[src/rtl/fetch_pkg.sv]
// Shared types and constants for the instruction fetch unit.
`timescale 1ns/1ps
package fetch_pkg;

    typedef enum logic [1:0] {
        IDLE = 2'd0,
        RUN  = 2'd1,
        HALT = 2'd2
    } state_t;

    localparam int          INST_W = 32;
    localparam logic [31:0] PC_INC = 32'd4;

endpackage

[src/rtl/if_id_reg.sv]
// IF/ID pipeline register: valid/inst/pc with load, flush and drain controls.
`timescale 1ns/1ps
module if_id_reg
    import fetch_pkg::*;
(
    input  logic              clk,
    input  logic              rst_n,
    input  logic              load,
    input  logic              flush,
    input  logic              drain,
    input  logic [INST_W-1:0] inst_d,
    input  logic [31:0]       pc_d,
    output logic              valid,
    output logic [INST_W-1:0] inst,
    output logic [31:0]       pc
);

    // Flush beats load beats drain; with none asserted the entry holds (stall).
    always_ff @(posedge clk or negedge rst_n) begin
        if (!rst_n) begin
            valid <= 1'b0;
            inst  <= '0;
            pc    <= '0;
        end else if (flush) begin
            valid <= 1'b0;
        end else if (load) begin
            valid <= 1'b1;
            inst  <= inst_d;
            pc    <= pc_d;
        end else if (drain) begin
            valid <= 1'b0;
        end
    end

endmodule

[src/rtl/fetch_unit.sv]
// Instruction fetch unit: PC register, IDLE/RUN/HALT control, redirect, fetch counter.
// Optional build macro FETCH_WRAP_EN: a fetch at PC_LIMIT reloads PC_RESET.
`timescale 1ns/1ps
module fetch_unit
    import fetch_pkg::*;
#(
    parameter logic [31:0] PC_RESET = 32'h0,
    parameter logic [31:0] PC_LIMIT = 32'h1C
) (
    input  logic              clk,
    input  logic              rst_n,
    output logic [31:0]       pc_o,
    input  logic [INST_W-1:0] inst_i,
    input  logic              redirect_valid,
    input  logic [31:0]       redirect_pc,
    input  logic              halt_i,
    input  logic              id_ready,
    output logic              if_valid,
    output logic [INST_W-1:0] if_inst,
    output logic [31:0]       if_pc,
    output logic              misalign_err,
    output logic [15:0]       fetch_count
);

`ifdef FETCH_WRAP_EN
    localparam logic WRAP = 1'b1;
`else
    localparam logic WRAP = 1'b0;
`endif

    state_t      state_q, state_d;
    logic [31:0] pc_q, pc_d;
    logic        fire, redirect_act, drain;

    function automatic logic [15:0] sat_inc(input logic [15:0] v);
        return (v == 16'hFFFF) ? v : v + 16'd1;
    endfunction

    function automatic logic [31:0] seq_pc(input logic [31:0] pc);
        return (WRAP && pc == PC_LIMIT) ? PC_RESET : pc + PC_INC;
    endfunction

    // Redirects are ignored in IDLE so the first post-reset cycle stays quiet.
    assign redirect_act = redirect_valid && (state_q != IDLE);
    assign fire  = (state_q == RUN) && !halt_i && !redirect_valid && (!if_valid || id_ready);
    assign drain = if_valid && id_ready && !fire;
    assign pc_o  = pc_q;

    always_comb begin
        state_d = state_q;
        case (state_q)
            IDLE:    state_d = RUN;
            RUN:     if (halt_i)  state_d = HALT;
            HALT:    if (!halt_i) state_d = RUN;
            default: state_d = IDLE;
        endcase
    end

    always_comb begin
        pc_d = pc_q;
        if (redirect_act)
            pc_d = {redirect_pc[31:2], 2'b00};
        else if (fire)
            pc_d = seq_pc(pc_q);
    end

    always_ff @(posedge clk or negedge rst_n) begin
        if (!rst_n) begin
            state_q      <= IDLE;
            pc_q         <= PC_RESET;
            misalign_err <= 1'b0;
            fetch_count  <= 16'd0;
        end else begin
            state_q <= state_d;
            pc_q    <= pc_d;
            if (redirect_act && (redirect_pc[1:0] != 2'b00))
                misalign_err <= 1'b1;
            if (fire)
                fetch_count <= sat_inc(fetch_count);
        end
    end

    if_id_reg u_if_id_reg (
        .clk    (clk),
        .rst_n  (rst_n),
        .load   (fire),
        .flush  (redirect_act),
        .drain  (drain),
        .inst_d (inst_i),
        .pc_d   (pc_q),
        .valid  (if_valid),
        .inst   (if_inst),
        .pc     (if_pc)
    );

endmodule

[config.mk]
export PLATFORM = sky130hd
export DESIGN_NAME = fetch_unit
export DESIGN_NICKNAME = d
export VERILOG_FILES = /design/src/rtl/fetch_pkg.sv /design/src/rtl/if_id_reg.sv /design/src/rtl/fetch_unit.sv
export SDC_FILE = /design/constraint.sdc
export NUM_CORES = 1
export LEC_CHECK = 0
export ABC_CLOCK_PERIOD_IN_PS = 2800
export CAP_MARGIN = 5
export CORE_ASPECT_RATIO = 0.7
export CORE_MARGIN = 3
export CORE_UTILIZATION = 45
export CTS_BUF_LIST = sky130_fd_sc_hd__clkbuf_8 sky130_fd_sc_hd__clkbuf_16
export DETAILED_ROUTE_END_ITERATION = 8
export PLACE_DENSITY_LB_ADDON = 0.3
export SLEW_MARGIN = 0
export SYNTH_ARGS = -nofsm -noshare
export SYNTH_HDL_FRONTEND = slang
export SYNTH_SLANG_ARGS = --single-unit
export TNS_END_PERCENT = 20
[constraint.sdc]
create_clock -name clk -period 2.8 [get_ports clk]
set_clock_uncertainty 0.15 [all_clocks]
set_input_delay 0.28 -clock clk [delete_from_list [all_inputs] [get_ports clk]]
set_output_delay 0.28 -clock clk [all_outputs]
set_load 0.02 [all_outputs]
==> results by stage <==
Floorplanning:
- The die covers 12370 um^2.
- The floorplan has 31 rows.
- The initial standard-cell utilization of the core is 47.15%.
- The die span in x is 131.7 um.
- The core outline area is 10550 um^2.
- The floorplan step set the die height to 93.97 um.
- 183 I/O pins were placed.

Job:
- The number of maximum-capacitance constraint violations is 0.

Timing:
- Measured against its own limit, the worst slew margin works out to 25.60%.
- The transition time of the tightest slew-check pin is 1.109 ns.
- The count of final setup violators is 0.
- The number of hold violations in the final report came to 0.
- The final max-slew violation count is 0.
- Subtracting the final worst setup slack from the clock period gives 2.514 ns.
- The peak clock frequency supported by timing is 0.3979 GHz.
- The setup slack of the critical path after layout is 0.2865 ns.
- Setup repair after global routing left no endpoint under its margin.
- Summed over all failing endpoints, the final setup total negative slack is 0 ns.
- After layout, the worst path uses 89.77% of the clock period.

Pwr:
- Combinational cells account for 46.8% of the total power.
- The total design power is 0.007785 W.
- The switching power is 0.003170 W.
- In this run switching power makes up 40.72% of total power.
- The peak ir drop on the vdd network is 0.0006045 V.
- The total leakage power is 3.309 nW.
- The clock network accounts for 15.6% of the total power.
- The design internal power is 0.004615 W.
- The power share of the sequential group is 37.6%.
- The areal power density over the cells is 1071 nW/um^2.

Synth:
- The number of register bits inferred by synthesis is 112.
- The most instantiated flip-flop cell in the synthesis netlist is sky130_fd_sc_hd__dfrtp_1.
- Of all flip-flops after synthesis, the portion carrying an async set or reset was 100.0%.
- The number of synthesized flops with an enable pin is 0.
- A synthesized cell averages 9.145 um^2.
- The count of mapped cells out of synthesis is 544.
- For this run, the register share of the synthesized area comes to 56.34%.
- During synthesis, Yosys emitted a total of 0 warnings.
- Counting distinct cell types in the post-synthesis netlist gives 45.
- Summing every instance area after synthesis gives 4975 um^2.

Placement:
- Once detailed placement completed, the half-perimeter wirelength came to 10.27 mm.
- Before CTS, the worst setup slack after placement is -0.01638 ns.
- The total instance count after detailed placement is 862.
- The routability congestion estimate from global placement is 0.8688.
- Port buffering added 178 buffers.
- The placed instances occupy a cell area of 6973 um^2.

CTS:
- The number of resized instances in the post-cts repair step is 0.
- Clock tree synthesis inserted a total of 9 buffers.
- The deepest clock path buffer count is 2.
- The number of buffers added to fix hold violations after cts is 1.
- Buffers added to address setup during post-CTS repair amount to 0.
- The CTS tree is built.
- Clock-pin slew was measured on the worst setup and hold paths at 0.07 ns.
- The H-tree depth reported by CTS is 3.
- The tree built by TritonCTS fans out to 112 sinks.
- The clock root buffer is sky130_fd_sc_hd__clkbuf_16.
- The clock insertion delay at the later pin of the skew report is 0.34 ns.

Worst setup path:
- By startpoint and endpoint, the worst setup path is classified as reg -> reg.
- The largest incremental delay on the critical path is 0.61 ns.
- For the worst setup path, the data arrival time is 2.64 ns.
- Of all nets on the critical path, the largest fanout is 6.
- The setup check on the worst reg-to-reg path leaves a slack of 0.29 ns.
- The endpoint kind of the worst setup timing path is a flip-flop.
- Among all stages on the critical path, the largest delay is contributed by sky130_fd_sc_hd__or4b_4.
- The critical path goes through or4b_4 -> nor4_4 -> nand4_4 -> or4_1 -> nand3_1.
- At the worst endpoint, the required time is 2.93 ns.
- The kind of start point of the critical path is a flip-flop.

Global route:
- The first global-routing pass estimated 23.18 mm of wire.
- The global-route usage over all layers is 22.95%.
- The number of antenna violations at the first check in global routing is 0.
- The number of global-route vias before repair is 4526.
- The final global-route overflow total is 0.
- The maximum number of pins on one net before global-route repair is 65.

Drt:
- The average via count per standard cell is 5.171.
- Across all layers, the routed design uses 4545 vias.
- For this run, design rule violations remaining after detail routing come to 0.
- The post-detailed-route count of antenna-violating nets is 0.
- The first TritonRoute pass finished after 4 iterations.
- Wires add up to 13.74 mm.
- For this block, the initial DRC count from the detailed router was 356.
- The routed wire length per instance is 15.63 um.

Layout:
- The number of diodes added for antenna fixing is 0.
- The area growth from synthesis to final layout is 46.05%.
- The filler cells instantiated in the layout total 823.
- Summing all non-filler instances in the final layout gives an area of 7266 um^2.
- The library cell used most frequently in the layout, excluding fill and tap cells, is sky130_fd_sc_hd__nand2_1.
- The number of cells in the finished layout apart from fillers is 879.
- The share of cells above drive strength 1 is 5.882%.
- In the layout the commonest cells are sky130_fd_sc_hd__nand2_1, sky130_fd_sc_hd__clkdlybuf4s50_1, sky130_fd_sc_hd__dfrtp_1.
- For this run, the post-layout net count is 797.

Min path:
- The worst min-delay path class is in -> reg.

Run status:
- The run finished with clean final reports.
## layout make-up
cell class | count | area, um^2 | share of cell area (%)
clock buffers | 10 | 239.0 | 3.289
flip-flops and latches | 112 | 2803 | 38.57
clock inverters | 6 | 43.79 | 0.6027
repair buffers | 194 | 1914 | 26.35
inverters | 3 | 11.26 | 0.1550
well taps | 148 | 185.2 | 2.549
multi-input cells | 406 | 2069 | 28.48
## layer usage
layer  wire [um]  GRT usage, %  vias up
met1        6324         32.81     2189
met5           0             0        -
met4         104         3.934        0
met2        6185         34.73      164
li1            -             -     2184
met3        1129         7.602        8
## cell families (layout without fill, tap and decap cells)
kind of cell	after synthesis	in the layout	synth area share (%)
adders and majority gates	2	2	0.5029
and+or+nand+nor	318	318	28.65
DFF	112	112	56.34
muxes	1	1	0.2263
xor gates and xnor gates	24	24	4.225
buffers and inverters	29	213	2.490
AOI/OAI and AO/OA	57	57	7.495
other	1	4	0.07538
## flip-flops by register name, summed over array words and instances (netlist names)
name and flops:
misalign_err 1, fetch_count 16, u_if_id_reg.pc 30, state_q 2, u_if_id_reg.valid 1, pc_o 30, u_if_id_reg.inst 32
## metrics by stage
step | util [%] | hold WS [ns]
2_1_floorplan | - | -0.1656
5_1_grt | 68.87 | 0.3226
3_3_place_gp | 66.09 | 0.2715
6_report | 68.87 | 0.3105
3_5_place_dp | 66.09 | 0.2850
4_1_cts | 68.87 | 0.3018
## path summary, 6_finish.rpt
path,from,endpoint,depth (start not counted)
setup / recovery,state_q[1],pc_o[30],5
hold reg to reg,u_if_id_reg.pc[12],u_if_id_reg.pc[12],2
setup reg to reg,state_q[1],pc_o[30],5
max in group asynchronous,rst_n,u_if_id_reg.pc[4],3
min in group asynchronous,rst_n,u_if_id_reg.pc[20],2
hold / removal,inst_i[15],u_if_id_reg.inst[15],3
## worst max-delay path, delay by kind of cell (launching register included)
| family | cells | cell delay (ns) |
|---|---|---|
| DFF | 1 | 0.44 |
| and+or+nand+nor | 5 | 1.86 |
## synthesized netlist by cell type (3+ instances only)
cell / instances / area (um^2)
sky130_fd_sc_hd__a21oi_1: 4 / 20.02
sky130_fd_sc_hd__a22oi_1: 4 / 30.03
sky130_fd_sc_hd__a31oi_1: 4 / 25.02
sky130_fd_sc_hd__and3_1: 6 / 37.54
sky130_fd_sc_hd__buf_1: 4 / 15.01
sky130_fd_sc_hd__buf_4: 4 / 30.03
sky130_fd_sc_hd__clkbuf_1: 18 / 67.56
sky130_fd_sc_hd__dfrtp_1: 112 / 2803
sky130_fd_sc_hd__inv_1: 3 / 11.26
sky130_fd_sc_hd__nand2_1: 224 / 840.8
sky130_fd_sc_hd__nand3_1: 27 / 135.1
sky130_fd_sc_hd__nand4_1: 7 / 43.79
sky130_fd_sc_hd__nor2_1: 17 / 63.81
sky130_fd_sc_hd__nor3_1: 8 / 40.04
sky130_fd_sc_hd__nor4b_1: 3 / 26.28
sky130_fd_sc_hd__o211ai_1: 5 / 37.54
sky130_fd_sc_hd__o21ai_0: 22 / 110.1
sky130_fd_sc_hd__o21bai_1: 4 / 30.03
sky130_fd_sc_hd__o311ai_0: 7 / 61.31
sky130_fd_sc_hd__or3_1: 4 / 25.02
sky130_fd_sc_hd__or4_1: 5 / 37.54
sky130_fd_sc_hd__xor2_1: 22 / 192.7
## power groups by stage
stage          Clock (W)  Sequential (W)  Combinational [W]
3_5_place_dp           0         0.00294            0.00368
2_1_floorplan          0         0.00366            0.00100
5_1_grt          0.00131         0.00304            0.00395
6_report         0.00121         0.00292            0.00365
4_1_cts          0.00125         0.00292            0.00369
3_3_place_gp           0         0.00291            0.00360
Power figures use the tool's default switching activity.
